`config.mk`:
```
export PLATFORM = sky130hd
export DESIGN_NAME = draw_span_writer
export DESIGN_NICKNAME = d
export VERILOG_FILES = /design/src/rtl/draw_span_writer.sv
export SDC_FILE = /design/constraint.sdc
export NUM_CORES = 2
export LEC_CHECK = 0
export BUFFER_PORTS_ARGS = -buffer_cell sky130_fd_sc_hd__buf_2
export CORE_MARGIN = 5
export CORE_UTILIZATION = 30
export CTS_CLUSTER_SIZE = 10
export DETAILED_ROUTE_END_ITERATION = 7
export SLEW_MARGIN = 20
export SYNTH_ARGS = -nofsm -noshare
export SYNTH_HDL_FRONTEND = slang
export SYNTH_SLANG_ARGS = --single-unit
```
`constraint.sdc`:
```
create_clock -name aclk -period 13.48 [get_ports aclk]
set_clock_uncertainty 0.05 [all_clocks]
set_input_delay 0 -clock aclk [delete_from_list [all_inputs] [get_ports aclk]]
set_output_delay 0 -clock aclk [all_outputs]
set_load 0.05 [all_outputs]
```
`src/rtl/draw_span_writer.sv`:
```
// Span writer: steps a 16.16 position per pixel, queues {addr, wdata, be} writes in a posted FIFO.
// Optional clip-window rejection is enabled by defining DRAW_SPAN_CLIP_EN.
module draw_span_writer #(
    parameter int DATA_WIDTH  = 32,
    parameter int ADDR_WIDTH  = 32,
    parameter int PIXEL_WIDTH = 16,
    parameter int PIPE_LEN    = 4
) (
    input  logic                   aclk,
    input  logic                   aresetn,
    input  logic                   req,
    input  logic [ADDR_WIDTH-1:0]  fb_base,
    input  logic [31:0]            stride,
    input  logic [31:0]            xcur_in,
    input  logic [31:0]            ycur_in,
    input  logic [31:0]            hdx,
    input  logic [31:0]            hdy,
    input  logic [31:0]            cnt_in,
    input  logic [15:0]            clip_xmin,
    input  logic [15:0]            clip_xmax,
    input  logic [15:0]            clip_ymin,
    input  logic [15:0]            clip_ymax,
    input  logic                   transp_en,
    input  logic                   pix_valid,
    output logic                   pix_ready,
    input  logic [PIXEL_WIDTH-1:0] pix_data,
    input  logic                   pix_transp,
    output logic                   mem_req,
    output logic                   mem_we,
    output logic [ADDR_WIDTH-1:0]  mem_addr,
    output logic [DATA_WIDTH-1:0]  mem_wdata,
    output logic [3:0]             mem_be,
    input  logic                   mem_ack,
    output logic                   busy,
    output logic                   done
);

    localparam int PTR_W     = $clog2(PIPE_LEN);
    localparam int BPP_SHIFT = $clog2(PIXEL_WIDTH / 8);
    localparam logic [PTR_W:0] FULL_CNT = (PTR_W + 1)'(PIPE_LEN);

    typedef enum logic [1:0] {ST_IDLE, ST_RUN, ST_DRAIN} state_t;

    typedef struct packed {
        logic [ADDR_WIDTH-1:0] addr;
        logic [DATA_WIDTH-1:0] wdata;
        logic [3:0]            be;
    } entry_t;

    state_t                state_q, state_d;
    logic [ADDR_WIDTH-1:0] fb_base_q, fb_base_d;
    logic [31:0]           stride_q, stride_d;
    logic [31:0]           xacc_q, xacc_d, yacc_q, yacc_d;
    logic [31:0]           hdx_q, hdx_d, hdy_q, hdy_d;
    logic [31:0]           cnt_q, cnt_d;
    logic                  transp_en_q, transp_en_d;
    logic                  done_q, done_d;
    logic [PTR_W-1:0]      wr_ptr_q, wr_ptr_d, rd_ptr_q, rd_ptr_d;
    logic [PTR_W:0]        count_q, count_d;
    entry_t                fifo_q [PIPE_LEN];

    logic signed [15:0]    xpos, ypos;
    logic [ADDR_WIDTH-1:0] x_ext, y_ext, pix_addr;
    logic [3:0]            pix_be;
    entry_t                entry_d, head;
    logic                  fifo_full, consume, clipped, skip, push, pop;

    assign xpos = xacc_q[31:16];
    assign ypos = yacc_q[31:16];

`ifdef DRAW_SPAN_CLIP_EN
    logic signed [15:0] cxmin_q, cxmax_q, cymin_q, cymax_q;
    logic signed [15:0] cxmin_d, cxmax_d, cymin_d, cymax_d;

    always_comb begin
        cxmin_d = cxmin_q;
        cxmax_d = cxmax_q;
        cymin_d = cymin_q;
        cymax_d = cymax_q;
        if (state_q == ST_IDLE && req) begin
            cxmin_d = clip_xmin;
            cxmax_d = clip_xmax;
            cymin_d = clip_ymin;
            cymax_d = clip_ymax;
        end
    end

    always_ff @(posedge aclk) begin
        if (!aresetn) begin
            cxmin_q <= '0;
            cxmax_q <= '0;
            cymin_q <= '0;
            cymax_q <= '0;
        end else begin
            cxmin_q <= cxmin_d;
            cxmax_q <= cxmax_d;
            cymin_q <= cymin_d;
            cymax_q <= cymax_d;
        end
    end

    assign clipped = (xpos < cxmin_q) || (xpos > cxmax_q) || (ypos < cymin_q) || (ypos > cymax_q);
`else
    logic unused_clip;
    assign unused_clip = ^{clip_xmin, clip_xmax, clip_ymin, clip_ymax};
    assign clipped     = 1'b0;
`endif

    // Sign-extended products wrap modulo 2^ADDR_WIDTH, matching signed arithmetic.
    always_comb begin
        x_ext    = {{(ADDR_WIDTH-16){xpos[15]}}, xpos};
        y_ext    = {{(ADDR_WIDTH-16){ypos[15]}}, ypos};
        pix_addr = fb_base_q + y_ext * ADDR_WIDTH'(stride_q) + (x_ext << BPP_SHIFT);
        if (PIXEL_WIDTH == 8) begin
            pix_be = 4'b0001 << pix_addr[1:0];
        end else if (PIXEL_WIDTH == 16) begin
            pix_be = pix_addr[1] ? 4'b1100 : 4'b0011;
        end else begin
            pix_be = 4'hF;
        end
        entry_d       = '0;
        entry_d.addr  = {pix_addr[ADDR_WIDTH-1:2], 2'b00};
        entry_d.wdata = {(DATA_WIDTH / PIXEL_WIDTH){pix_data}};
        entry_d.be    = pix_be;
    end

    assign head      = fifo_q[rd_ptr_q];
    assign fifo_full = (count_q == FULL_CNT);
    assign consume   = (state_q == ST_RUN) && pix_valid && !fifo_full;
    assign skip      = (transp_en_q && pix_transp) || clipped;
    assign push      = consume && !skip;
    assign pop       = mem_req && mem_ack;

    always_comb begin
        state_d     = state_q;
        fb_base_d   = fb_base_q;
        stride_d    = stride_q;
        xacc_d      = xacc_q;
        yacc_d      = yacc_q;
        hdx_d       = hdx_q;
        hdy_d       = hdy_q;
        cnt_d       = cnt_q;
        transp_en_d = transp_en_q;
        done_d      = 1'b0;
        wr_ptr_d    = wr_ptr_q + PTR_W'(push);
        rd_ptr_d    = rd_ptr_q + PTR_W'(pop);
        count_d     = count_q + (PTR_W + 1)'(push) - (PTR_W + 1)'(pop);
        case (state_q)
            ST_IDLE: begin
                if (req) begin
                    fb_base_d   = fb_base;
                    stride_d    = stride;
                    xacc_d      = xcur_in;
                    yacc_d      = ycur_in;
                    hdx_d       = hdx;
                    hdy_d       = hdy;
                    cnt_d       = cnt_in;
                    transp_en_d = transp_en;
                    state_d     = (cnt_in == '0) ? ST_DRAIN : ST_RUN;
                end
            end
            ST_RUN: begin
                if (consume) begin
                    cnt_d  = cnt_q - 32'd1;
                    xacc_d = xacc_q + hdx_q;
                    yacc_d = yacc_q + hdy_q;
                    if (cnt_q == 32'd1) state_d = ST_DRAIN;
                end
            end
            ST_DRAIN: begin
                if (count_q == '0) begin
                    state_d = ST_IDLE;
                    done_d  = 1'b1;
                end
            end
            default: state_d = ST_IDLE;
        endcase
    end

    always_ff @(posedge aclk) begin
        if (!aresetn) begin
            state_q     <= ST_IDLE;
            fb_base_q   <= '0;
            stride_q    <= '0;
            xacc_q      <= '0;
            yacc_q      <= '0;
            hdx_q       <= '0;
            hdy_q       <= '0;
            cnt_q       <= '0;
            transp_en_q <= 1'b0;
            done_q      <= 1'b0;
            wr_ptr_q    <= '0;
            rd_ptr_q    <= '0;
            count_q     <= '0;
        end else begin
            state_q     <= state_d;
            fb_base_q   <= fb_base_d;
            stride_q    <= stride_d;
            xacc_q      <= xacc_d;
            yacc_q      <= yacc_d;
            hdx_q       <= hdx_d;
            hdy_q       <= hdy_d;
            cnt_q       <= cnt_d;
            transp_en_q <= transp_en_d;
            done_q      <= done_d;
            wr_ptr_q    <= wr_ptr_d;
            rd_ptr_q    <= rd_ptr_d;
            count_q     <= count_d;
            if (push) fifo_q[wr_ptr_q] <= entry_d;
        end
    end

    assign pix_ready = consume;
    assign mem_req   = (count_q != '0);
    assign mem_we    = mem_req;
    assign mem_addr  = mem_req ? head.addr  : '0;
    assign mem_wdata = mem_req ? head.wdata : '0;
    assign mem_be    = mem_req ? head.be    : '0;
    assign busy      = (state_q != ST_IDLE);
    assign done      = done_q;

endmodule

```
==> reports/results.txt <==
Status: finished clean
Die area: 119,500 sq um
Most frequent cell after synthesis: nand2_1
Nets: 4,909
Post-synth top flop: dfxtp_1
Synth unique cells: 93
Worst slew margin: 0.2717
Total Routing Usage GR: 0.1647
Worst VDD drop: 133.5 uV
Cells after Synth: 3,564
Number of synthesized flops with an enable pin: 192
Post-synth top area share: 0.2168
Final period utilization: 0.5310
Met2 wire len: 44,330 microns
Pwr/cell area: 170.8 nW/um^2
Final setup fails: 0
Clk sinks: 427
Root Buffer Master: clkbuf_16
Pin count of the biggest net entering global routing: 116
TritonCTS clock tree: done
Worst-skew pair later-pin latency: 640 ps
Async SR Flop Fraction: 0
Kind of critical path: flop to flop
Final count of hold timing violations: 0
Type of origin of the critical path: flop
Clock Tree Buf Depth: 3
Max Slew Vio Count: 0
Critical Path AT: 7490 ps
Top cells by area, synth: fa_1 (22%), edfxtp_1 (17%), dfxtp_1 (14%)
Clk slew on worst S/H paths: 60 ps
Worst hold path type: input port to flop
Remaining global-route overflow: 0
Post-route ant nets: 0
Initial antenna violation count: 8
DR iter-0 viols: 1,788
Io pins: 384
Post-layout min period: 7158 ps
Routed WL per cell: 17.71 microns
Vias in the first global route: 27,600
Worst slew pin tran: 1092 ps
Via count: 26,780
Global-route wire length before repair: 157,200 microns
R2r setup slk: 6320 ps
Drt via density: 4.773
GPL Wtd Cong: 0.8555
Max-cap violations: 0
Synth Warn #: 0
Syn Area/Cell: 9.483 sq um
Crit-path max FO: 22
Placed cell areas: 36,730 sq um
Number of core rows: 123
Area growth, synth to finish: 22.53%
Final instance area: 41,410 sq um
Layout cells sized above 1: 0.1332
Initial DRT Pass Iterations: 5
Critical Path RT: 13,810 ps
Cells after DPL: 5,215
Hold_ws: 76.19 ps
Setup TNS: 0 ps
Final Power: 0.007073 W
CP Capture Type: flop
Met1 WL: 47,170 microns
Highest metal layer with signal wires: met5
H-tree levels: 2
P_leak: 17.74 nW
Die Ht: 345.6 microns
Post-Syn Area: 33,800 sq um
Initial Util: 0.3012
# DRC: 0
Clock buffer count from CTS: 53
Sequential area share after synthesis: 0.3098
Core Footprint: 112,200 sq um
Final Instance Count excl. Fillers: 5,612
Synth area leader: fa_1
Post-synth top cells: nand2_1 (605), inv_1 (510), fa_1 (366)
Port bufs: 317
Met3 wire len: 5741 microns
Die W: 345.6 microns
Detailed Place HPWL: 71,110 microns
Synthesized flop and latch total: 427
RSZ-0062 raised after global routing: no
WL final: 99,360 microns
Maximum clock rate: 139.7 MHz
==> cell usage in the layout, fill, tap and decap left out, types with 163 or more instances in the layout <==
cell	n
edfxtp_1	192
fa_1	366
dfxtp_1	233
buf_2	317
inv_1	510
ha_1	163
dlygate4sd3_1	299
nand2_1	604
and2_1	219
a21oi_1	249
==> final timing paths <==
path / from / end / depth (start not counted)
min reg2reg: fb_base_q[11] / fb_base_q[11] / 2
min: pix_data[11] / fifo_q[0][31] / 2
max: yacc_q[18] / fifo_q[3][65] / 22
max reg2reg: yacc_q[18] / fifo_q[3][65] / 22
==> sequential cells by signal, summed over array words and instances (netlist names), 3 cells and up <==
register / count
hdx_q: 32
count_q: 3
yacc_q: 32
fifo_q: 192
stride_q: 32
cnt_q: 32
xacc_q: 32
fb_base_q: 32
hdy_q: 32
==> layout make-up <==
type / count / area, sq um
Antenna cell: 4 / 10.01
Multi-Input combinational cell: 2422 / 20580
Clock inverter: 10 / 153.9
Clock buffer: 84 / 1524
Timing Repair Buffer: 654 / 4865
Tap cell: 1500 / 1877
Fill cell: 11200 / 70780
Sequential cell: 427 / 10480
Inverter: 511 / 1923
==> what timing repair did <==
item	in CTS	in global routing
resized for setup	0	0
endpoints found under the hold margin	298	0
setup buffers	0	0
hold buffers	299	0
==> per-layer routing <==
layer,track usage,vias to the layer above
met2,0.2613,775
met3,0.02580,133
li1,-,12600
met4,0.03917,4
met5,0,-
met1,0.2371,13280
==> power by group <==
part           leakage [nW]  internal, W  switching [W]  total [W]
clock network         0.810     0.000828       0.000568    0.00140
registers              3.67      0.00176       0.000174    0.00193
logic                  13.3      0.00130        0.00244    0.00374
==> critical path, cell delays in order, from the launching register on <==
cell,delay (ps)
dfxtp_1,750
buf_4,410
nand2_1,120
fa_1,530
fa_1,520
fa_1,510
inv_1,70
fa_1,500
fa_1,500
inv_1,50
fa_1,470
inv_1,40
ha_1,330
a21o_1,210
a21o_1,180
a211oi_1,230
o21a_1,180
o21ai_1,70
a21o_1,180
a41o_1,300
nor4b_1,280
a211oi_1,90
xnor2_1,330
==> logic make-up (layout without fill, tap and decap cells) <==
| group | count (synthesis) | in the layout | share of synthesized area |
|---|---|---|---|
| AND/OR/NAND/NOR | 1149 | 1149 | 0.1572 |
| other | 1 | 6 | 0.0001110 |
| adder cells (fa/ha/maj) | 529 | 529 | 0.2771 |
| buffers and inverters | 716 | 1259 | 0.08341 |
| AO/OA/AOI/OAI | 584 | 584 | 0.1118 |
| multiplexers | 52 | 52 | 0.03317 |
| flip-flops | 427 | 427 | 0.3098 |
| XOR/XNOR | 106 | 106 | 0.02747 |
==> through the flow <==
step             util  setup slack, ps
2_1_floorplan       -             7208
3_3_place_gp   0.3274             6496
3_5_place_dp   0.3274             6354
4_1_cts        0.3690             6274
5_1_grt        0.3691             6050
6_report       0.3691             6322
No activity file was read; power rests on OpenSTA's default activity.
